<file path="src/rtl/sipo_framed.sv">
// Framed serial-to-parallel deserialiser with a valid/ready holding register and a sticky overrun flag.
// Latency: 1 clk from the final beat of a word to data_valid. Optional parity beat: SIPO_PARITY_EN.
// Backpressure: a word completing while the holder is full and not being read is dropped and sets overrun.
module sipo_framed #(
  parameter int  DATA_WIDTH = 8,
  parameter int  LANES      = 1,
  parameter bit  MSB_FIRST  = 1'b1,
  localparam int BEATS      = DATA_WIDTH / LANES,
  localparam int CW         = $clog2(BEATS + 1)
) (
  input  logic                  clk,
  input  logic                  reset,
  input  logic                  shift_en,
  input  logic [LANES-1:0]      serial_in,
  input  logic                  frame_sync,
  input  logic                  data_ready,
  input  logic                  overrun_clr,
  output logic [DATA_WIDTH-1:0] data_out,
  output logic                  data_valid,
  output logic                  overrun,
`ifdef SIPO_PARITY_EN
  output logic                  parity_err,
`endif
  output logic [CW-1:0]         beat_count
);

`ifdef SIPO_PARITY_EN
  localparam int LAST = BEATS;
`else
  localparam int LAST = BEATS - 1;
`endif
  localparam logic [CW-1:0] LAST_C = CW'(LAST);
  // After a sync beat the new frame holds one beat, unless one beat is already a whole frame.
  localparam logic [CW-1:0] SYNC_C = (LAST == 0) ? CW'(0) : CW'(1);

  logic [DATA_WIDTH-1:0] shreg;
  logic [DATA_WIDTH-1:0] shreg_nxt;
  logic [DATA_WIDTH-1:0] word;
  logic                  data_beat;
  logic                  word_done;
  logic                  accept;

  generate
    if (LANES == DATA_WIDTH) begin : g_single_beat
      assign shreg_nxt = serial_in;
    end else if (MSB_FIRST) begin : g_msb_first
      assign shreg_nxt = {shreg[DATA_WIDTH-LANES-1:0], serial_in};
    end else begin : g_lsb_first
      assign shreg_nxt = {serial_in, shreg[DATA_WIDTH-1:LANES]};
    end
  endgenerate

`ifdef SIPO_PARITY_EN
  // The parity beat carries no data, so the word is whatever the shifter already holds.
  assign data_beat = shift_en && (frame_sync || (beat_count != LAST_C));
  assign word      = shreg;
`else
  assign data_beat = shift_en;
  assign word      = shreg_nxt;
`endif

  assign word_done = shift_en && (frame_sync ? (LAST == 0) : (beat_count == LAST_C));
  assign accept    = data_valid && data_ready;

  always_ff @(posedge clk or posedge reset) begin
    if (reset) begin
      shreg      <= '0;
      beat_count <= '0;
    end else begin
      if (data_beat) begin
        shreg <= shreg_nxt;
      end
      if (frame_sync) begin
        beat_count <= shift_en ? SYNC_C : CW'(0);
      end else if (shift_en) begin
        beat_count <= word_done ? CW'(0) : beat_count + CW'(1);
      end
    end
  end

  always_ff @(posedge clk or posedge reset) begin
    if (reset) begin
      data_out   <= '0;
      data_valid <= 1'b0;
`ifdef SIPO_PARITY_EN
      parity_err <= 1'b0;
`endif
    end else if (word_done && (!data_valid || data_ready)) begin
      data_out   <= word;
      data_valid <= 1'b1;
`ifdef SIPO_PARITY_EN
      parity_err <= ^{word, serial_in[0]};
`endif
    end else if (accept) begin
      data_valid <= 1'b0;
    end
  end

  // A drop on the same edge as a clear must still be reported.
  always_ff @(posedge clk or posedge reset) begin
    if (reset) begin
      overrun <= 1'b0;
    end else if (word_done && data_valid && !data_ready) begin
      overrun <= 1'b1;
    end else if (overrun_clr) begin
      overrun <= 1'b0;
    end
  end

endmodule

</file>
<file path="config.mk">
export PLATFORM = sky130hd
export DESIGN_NAME = sipo_framed
export DESIGN_NICKNAME = d
export VERILOG_FILES = /design/src/rtl/sipo_framed.sv
export SDC_FILE = /design/constraint.sdc
export NUM_CORES = 1
export LEC_CHECK = 0
export BUFFER_PORTS_ARGS = -buffer_cell sky130_fd_sc_hd__buf_4
export CORE_AREA = 2 2 53 55
export CTS_BUF_LIST = sky130_fd_sc_hd__clkbuf_4 sky130_fd_sc_hd__clkbuf_8 sky130_fd_sc_hd__clkbuf_16
export DETAILED_ROUTE_END_ITERATION = 12
export DIE_AREA = 0 0 55 57
export PLACE_DENSITY = 0.65
export SYNTH_ARGS = -nofsm -noshare
export SYNTH_HDL_FRONTEND = slang
export SYNTH_SLANG_ARGS = --single-unit
</file>
<file path="constraint.sdc">
create_clock -name clk -period 3.1 [get_ports clk]
set_input_delay 0.775 -clock clk [delete_from_list [all_inputs] [get_ports clk]]
set_output_delay 0.775 -clock clk [all_outputs]
set_load 0.05 [all_outputs]
</file>
# Yosys cells after proc, flatten, opt, wreduce, memory -nomap -nowiden
# Cells that the tools add are included.
# classes
addsub	1
eq_ne	1
n_mux	9
n_reduce_logical	11
# op_table
cell	count
$mux W4	3
$mux W1	6
$reduce_bool A2 Y1	3
$logic_and A1 B1 Y1	5
$add A4 B1 Y4 const B	1
$eq A4 B3 Y1 const B	1
$logic_not A1 Y1	2
$logic_or A1 B1 Y1	1
# totals
ff_bits	21
out_inout_bits	14

# Longest topological paths before layout
# Gate-level depths: netlist of the first run.
# logic_depth
depth_word	6
ltp_mapped	4
ltp_nobuf	4

# Least setup slack after synthesis of the first run
# No wires, ideal clock.
# synth_path
path_type	register -> register
start	reg beat_count[0]
end	reg data_out[0]
setup_time_ns	0.125
arrival_time_ns	1.839
required_time_ns	2.975
setup_slack_ns	1.136
stages_incl_launch_ff	5
synth_period_minus_slack_ns	1.964
path_cell_list	dfrtp_1 ha_1 nand2_2 nor4b_4 mux2_2
# synth_via
elab_chain_cells	4
# synth_rtl
element	line_no	source
start: declaration	24	output logic [CW-1:0] beat_count
start signal: assignment	74	beat_count <= shift_en ? SYNC_C : CW'(0);
start signal: assignment	76	beat_count <= word_done ? CW'(0) : beat_count + CW'(1);
$eq A4 B3 Y1	62	assign word_done = shift_en && (frame_sync ? (LAST == 0) : (beat_count == LAST_C));
$mux W1	62	
$logic_and A1 B1 Y1	62	
$logic_and A1 B1 Y1	88	end else if (word_done && (!data_valid || data_ready)) begin
end signal: assignment	89	data_out <= word;
end: declaration	18	output logic [DATA_WIDTH-1:0] data_out,
# No other way between the ends.
# A chain may end at the register's enable or synchronous reset.

# Worst setup path in the final report of the first run
# layout_path
start	in shift_en
end	reg data_out[1]
# layout_via
elab_chain_cells	2
# layout_rtl
element	line_no	source
start: declaration	13	input logic shift_en,
$logic_and A1 B1 Y1	62	
$logic_and A1 B1 Y1	88	
# No other way between the ends.

==> results of run 1 <==
## registers in the layout, indices dropped and copies added, names as in the netlist
register / cells
data_out: 8
overrun: 1
beat_count: 4
shreg: 7
data_valid: 1
## power breakdown
group          leakage (nW)  internal, W   total, W  switching [W]
registers             0.275     0.000302   0.000322      0.0000201
logic                 0.246    0.0000375  0.0000803      0.0000428
clock network        0.0177    0.0000480   0.000127      0.0000791
total                 0.539     0.000387   0.000529       0.000142
## kinds of logic after synthesis
group                      synth area share (%)
DFF                                        61.0
muxes                                      19.6
and+or+nand+nor                            11.5
AOI/OAI and AO/OA                          3.77
buffers and inverters                      1.74
xor gates and xnor gates                   1.02
adders and majority gates                  1.45
## layer usage
| layer | vias up | GRT usage, % |
|---|---|---|
| met1 | 265 | 12.9 |
| li1 | 258 | - |
| met5 | - | 0 |
| met2 | 17 | 16.7 |
| met3 | 2 | 3.40 |
| met4 | 0 | 4.18 |
## path summary, 6_finish.rpt
| check | from | end | slack, ns | cells after the start |
|---|---|---|---|---|
| worst max register to register | beat_count[0]$_DFFE_PP0P_ | data_out[1]$_DFFE_PP0P_ | 1.30 | 4 |
| max in group asynchronous | reset | shreg[2]$_DFFE_PP0P_ | 2.01 | 2 |
| min in group asynchronous | reset | data_out[5]$_DFFE_PP0P_ | 0.60 | 2 |
| worst min register to register | shreg[6]$_DFFE_PP0P_ | data_out[7]$_DFFE_PP0P_ | 0.52 | 1 |
| worst min-delay path | shreg[6]$_DFFE_PP0P_ | data_out[7]$_DFFE_PP0P_ | 0.52 | 1 |
| worst max-delay path | shift_en | data_out[1]$_DFFE_PP0P_ | 1.28 | 4 |
## layout make-up
cell class	count	area (um2)
Clock inverter	1	5.00
Clock buffer	3	22.5
Sequential cell	21	526
Fill cell	266	1540
Tap cell	31	38.8
Multi-Input combinational cell	36	322
Inverter	3	11.3
Timing Repair Buffer	20	150
## worst reg2reg max path, delay by kind of cell (launching register included)
family	cells	cell delay, ns
fa+ha+maj	1	0.22
flops	1	0.43
mux	1	0.40
simple gates	2	0.65
## cells in the final DEF, fill, tap and decap left out, drive strengths merged, types with 2 or more instances in the layout
cell / netlist / routed
nand2b: 2 / 2
nand2: 4 / 4
or3: 2 / 2
buf: 1 / 20
inv: 3 / 3
o22ai: 2 / 2
mux2: 15 / 15
dfrtp: 21 / 21
clkbuf: 0 / 3
## through the flow
step	total power (W)	cell area, um2	instances
2_1_floorplan	0.000379	862	61
3_3_place_gp	0.000405	1050	111
3_5_place_dp	0.000409	1050	111
4_1_cts	0.000537	1070	115
5_1_grt	0.000557	1070	115
6_report	0.000529	1070	115
==> out/metrics.yaml, run 1 <==
routabilityCongestion: 0.643
synth_warnings: 0
worstSetupStartpointType: "input pin"
htreeDepth: 1
cts_resized: 0
cts_root_buffer: "clkbuf_4"
grt_pass1_vias: 542
worstPathArrival_ns: 2.01
antenna_cells: 0
crit_type: "input pin to register"
ys_types: 20
fin_crit_sh_pct: 58.7
cap_violations: 0
routedWlPerCell_um: 12.3
finalSetupTns_ns: 0
grt-ovfl-total: 0
slew_viol_final: 0
crit_family: "simple AND/OR/NAND/NOR gates"
layout.nets: 93
cp_max_fo: 13
worst_ir_drop_vdd_mv: 0.192
setup_viol: 0
grt_pass1_wl_mm: 2.37
wl_met2_um: 705
antenna_found_initial: 0
skew_ns: 0.00458
crit_slowest_cell: "nor4b_4"
cp.buffers_inverters: 1
clock_sinks: 21
row_count: 19
post-cts-setup-buffers: 0
totalWireLength_mm: 1.41
vias: 542
hold_viol: 0
clk_pin_slew_ns: 0.12
worstHoldPathType: "register to register"
grt_max_degree: 22
tightest_slew_ns: 0.768
numPortBuffers: 20
post-route-min-period_ns: 1.82
drt_iter0_drc: 1
slowest_delay_ns: 0.55
place_ws_ns: 0.938
die_height_um: 57
yosys.area.top_type: "dfrtp_1"
wl_met3_um: 84
async_flop_share_pct: 100
cts_hold_buf: 0
highest_layer: "met4"
post-route-util_pct: 41.1
ys_ff_latch: 21
rsz0062_at_grt: "false"
cellLeakagePower_nw: 0.539
first_pass_iters: 4
dieArea_um2: 3140
synthToLayoutAreaGrowth_pct: 24.7
layout-drive-gt1-share_pct: 48.8
yosys.area.top_type_share_pct: 61.0
synth_edf_count: 0
die_width_um: 55
synthCells: 61
wl_met1_um: 605
end_kind: "register"
start_util_pct: 33.0
status: "finished, final reports clean"
clock_path_buffers: 2
synthTopCellsByCount: "21 x dfrtp_1, 15 x mux2_2, 3 x inv_1, 3 x nand2_1"
yosysMostFrequentCell: "dfrtp_1"
synth.area.top_cells: "dfrtp_1 61%, mux2_2 20%, nor4b_4 2.8%, ha_1 1.5%, nand2b_1 1.5%"
numCtsBuffers: 3
core_area_um2: 2620
synth.avg_cell_area_um2: 14.1
drcViolationCount: 0
synth_nets: 69
ios: 21
timing.fmax_mhz: 550
synthFlopType: "dfrtp_1"
slew_headroom_pct: 48.8
ant_nets: 0
power_density_nw_per_um2: 492
crit_chain: "buf_4 -> nand2_2 -> nor4b_4 -> mux2_2"
finalHoldWorstSlack_ns: 0.522
setup_ws_ns: 1.28
clk_latency_ns: 0.29
via_per_inst: 4.71
critPathRequiredTime_ns: 3.29
cts_tree: "built"
ys_seq_area_share_pct: 61.0
grtUsageTotal_pct: 10.5
syn-cell-area_um2: 862
Power figures use the tool's default switching activity.
==> run 2, diff against run 1 <==
Settings changed: PLACE_DENSITY 0.65 to 0.67.
Clock period 3.1 ns to 1.55 ns, I/O delays scaled along.
==> run 2 against run 1 <==
  * Global-route usage rose by 1.5 points
  * Clock skew fell by 0.00092 ns
  * Clock power rose by 100%
  * Critical endpoint is now data_out[0]$_DFFE_PP0P_
==> out/metrics.yaml, run 2 (same netlist as run 1, synthesis figures left out) <==
status: "finished, final reports clean"  # unchanged
largest_register: "data_out"  # unchanged
clock_path_buffers: 2  # unchanged
vias: 564  # was 542
cts_root_buffer: "clkbuf_4"  # unchanged
post-cts-setup-buffers: 0  # unchanged
fin_area_um2: 1150  # was 1070 um2
power_density_nw_per_um2: 938  # was 492 nW/um2
antenna_found_initial: 0  # unchanged
slew_viol_final: 0  # unchanged
seq_area_um2: 528  # was 526 um2
drcViolationCount: 0  # unchanged
via_per_inst: 4.62  # was 4.71
post-place-cells: 117  # was 111
cap_violations: 0  # unchanged
die_width_um: 55  # unchanged
final_cell_mix: "25 x buf_4, 19 x dfrtp_1, 15 x mux2_2"  # was 21 x dfrtp_1, 20 x buf_4, 15 x mux2_2
skew_ns: 0.00366  # was 0.00458 ns
crit_type: "register to register"  # was input pin to register
end_kind: "register"  # unchanged
tightest_slew_ns: 0.212  # was 0.768 ns
fin_crit_sh_pct: 96.0
post-route-min-period_ns: 1.49
worst_ir_drop_vdd_mv: 0.404  # was 0.192 mV
grtUsageTotal_pct: 12.0  # was 10.5%
antenna_cells: 0  # unchanged
rr_worst_depth: 5  # was 4
r2r_end: "data_out[0]$_DFFE_PP0P_"  # was data_out[1]$_DFFE_PP0P_
worstSetupEndpoint: "data_out[0]$_DFFE_PP0P_"  # was data_out[1]$_DFFE_PP0P_
routedWlPerCell_um: 13.1  # was 12.3 um
r2r_start: "beat_count[1]$_DFFE_PP0P_"  # was beat_count[0]$_DFFE_PP0P_
drt_iter0_drc: 4  # was 1
worstSetupStartpointType: "register"  # was input pin
start_util_pct: 33.0  # unchanged
core_area_um2: 2620  # unchanged
dieArea_um2: 3140  # unchanged
dpl.hpwl_mm: 1.24
setup_ws_ns: 0.0619  # was 1.28 ns
grt_pass1_wl_mm: 2.68  # was 2.37 mm
clock_sinks: 21  # unchanged
fin_cells: 122  # was 115
layout_commonest_cell: "buf_4"  # was dfrtp_1
numPortBuffers: 20  # unchanged
hold_viol: 0  # unchanged
timing.fmax_mhz: 672
worstPathArrival_ns: 1.68  # was 2.01 ns
top_regs: "data_out (8), shreg (7), beat_count (4)"  # unchanged
numCtsBuffers: 3  # unchanged
crit_start: "beat_count[1]$_DFFE_PP0P_"  # was shift_en
ant_nets: 0  # unchanged
cts_tree: "built"  # unchanged
first_pass_iters: 2  # was 4
multi_input_area_um2: 339  # was 322 um2
placed_cell_area_um2: 1110  # was 1050 um2
cp_max_fo: 8  # was 13
routabilityCongestion: 0.667  # was 0.643
largest_register_ffs: 8  # unchanged
post-route-util_pct: 44.1  # was 41.1%
cellLeakagePower_nw: 0.579  # was 0.539 nW
ios: 21  # unchanged
grt-ovfl-total: 0  # unchanged
row_count: 19  # unchanged
htreeDepth: 1  # unchanged
rsz0062_at_grt: "false"  # unchanged
worstHoldPathType: "input pin to register"  # was register to register
synthToLayoutAreaGrowth_pct: 33.8  # was 24.7%
layout-drive-gt1-share_pct: 54.9  # was 48.8%
setup_viol: 0  # unchanged
place_ws_ns: 0.0151  # was 0.938 ns
grt_pass1_vias: 592  # was 542
clk_latency_ns: 0.30  # was 0.29 ns
reg2reg_slack_ns: 0.06  # was 1.30 ns
slew_headroom_pct: 85.9  # was 48.8%
clk_pin_slew_ns: 0.12  # about the same
critPathRequiredTime_ns: 1.74  # was 3.29 ns
layout.nets: 100  # was 93
die_height_um: 57  # unchanged
grt_max_degree: 18  # was 22
totalWireLength_mm: 1.60  # was 1.41 mm
fillers: 253  # was 266
## run 2: cell types whose count changed in the layout (fill, tap and decap cells not counted), sizes merged
cell | previous run | this run
buf | 20 | 26
dlygate4sd3 | 0 | 1
## run 2: layout make-up
class	count	area share, %
Clock buffer	3	1.95
Timing Repair Buffer	27	18.1
Clock inverter	1	0.434
Sequential cell	21	45.8
Tap cell	31	3.36
Multi-Input combinational cell	36	29.4
Inverter	3	0.976
## run 2: per-layer routing
metal	up-vias	share of wire [%]	track usage (%)
met5	-	0	0
met4	0	0.44	4.18
met1	276	40	14.6
met3	2	6.6	3.40
li1	272	-	-
met2	14	53	19.9
## run 2: how the worst min path moves through the flow
| stage | startpoint | end | slack, ns | depth (start not counted) |
|---|---|---|---|---|
| 2_1_floorplan | reset | beat_count[2]$_DFFE_PP0P_ | 0.36 | 1 |
| 5_1_grt | overrun_clr | overrun$_DFFE_PP0P_ | 0.26 | 2 |
| 4_1_cts | overrun_clr | overrun$_DFFE_PP0P_ | 0.27 | 2 |
| 6_report | overrun_clr | overrun$_DFFE_PP0P_ | 0.27 | 2 |
| 3_3_place_gp | reset | beat_count[2]$_DFFE_PP0P_ | 0.31 | 2 |
| 3_5_place_dp | reset | beat_count[3]$_DFFE_PP0P_ | 0.31 | 2 |
## run 2: metrics by stage
stage | total power, W | hold slack, ns | setup TNS, ns
6_report | 0.00108 | 0.273 | 0
5_1_grt | 0.00115 | 0.257 | 0
4_1_cts | 0.00110 | 0.268 | 0
3_5_place_dp | 0.000837 | 0.315 | 0
3_3_place_gp | 0.000827 | 0.306 | 0
2_1_floorplan | 0.000764 | 0.364 | -1.77
## run 2: timing repair
action | 4_1_cts | 5_1_grt
hold buffers | 1 | 0
pin swaps | 0 | 1
gates resized for setup | 1 | 1
endpoints found under the setup margin | 8 | 8
endpoints found under the hold margin | 4 | 0
## run 2: critical path, stage by stage, from the launching register on
cell and delay (ns):
dfrtp_2 0.41, ha_4 0.15, nand2_4 0.06, nor4b_4 0.26, buf_6 0.17, mux2_2 0.34
## run 2: power breakdown
group	internal [W]	leakage [nW]	total (W)	switching, W
combinational	0.0000888	0.289	0.000183	0.0000938
sequential	0.000604	0.273	0.000641	0.0000368
clock	0.0000960	0.0177	0.000259	0.000163
total	0.000789	0.579	0.00108	0.000293
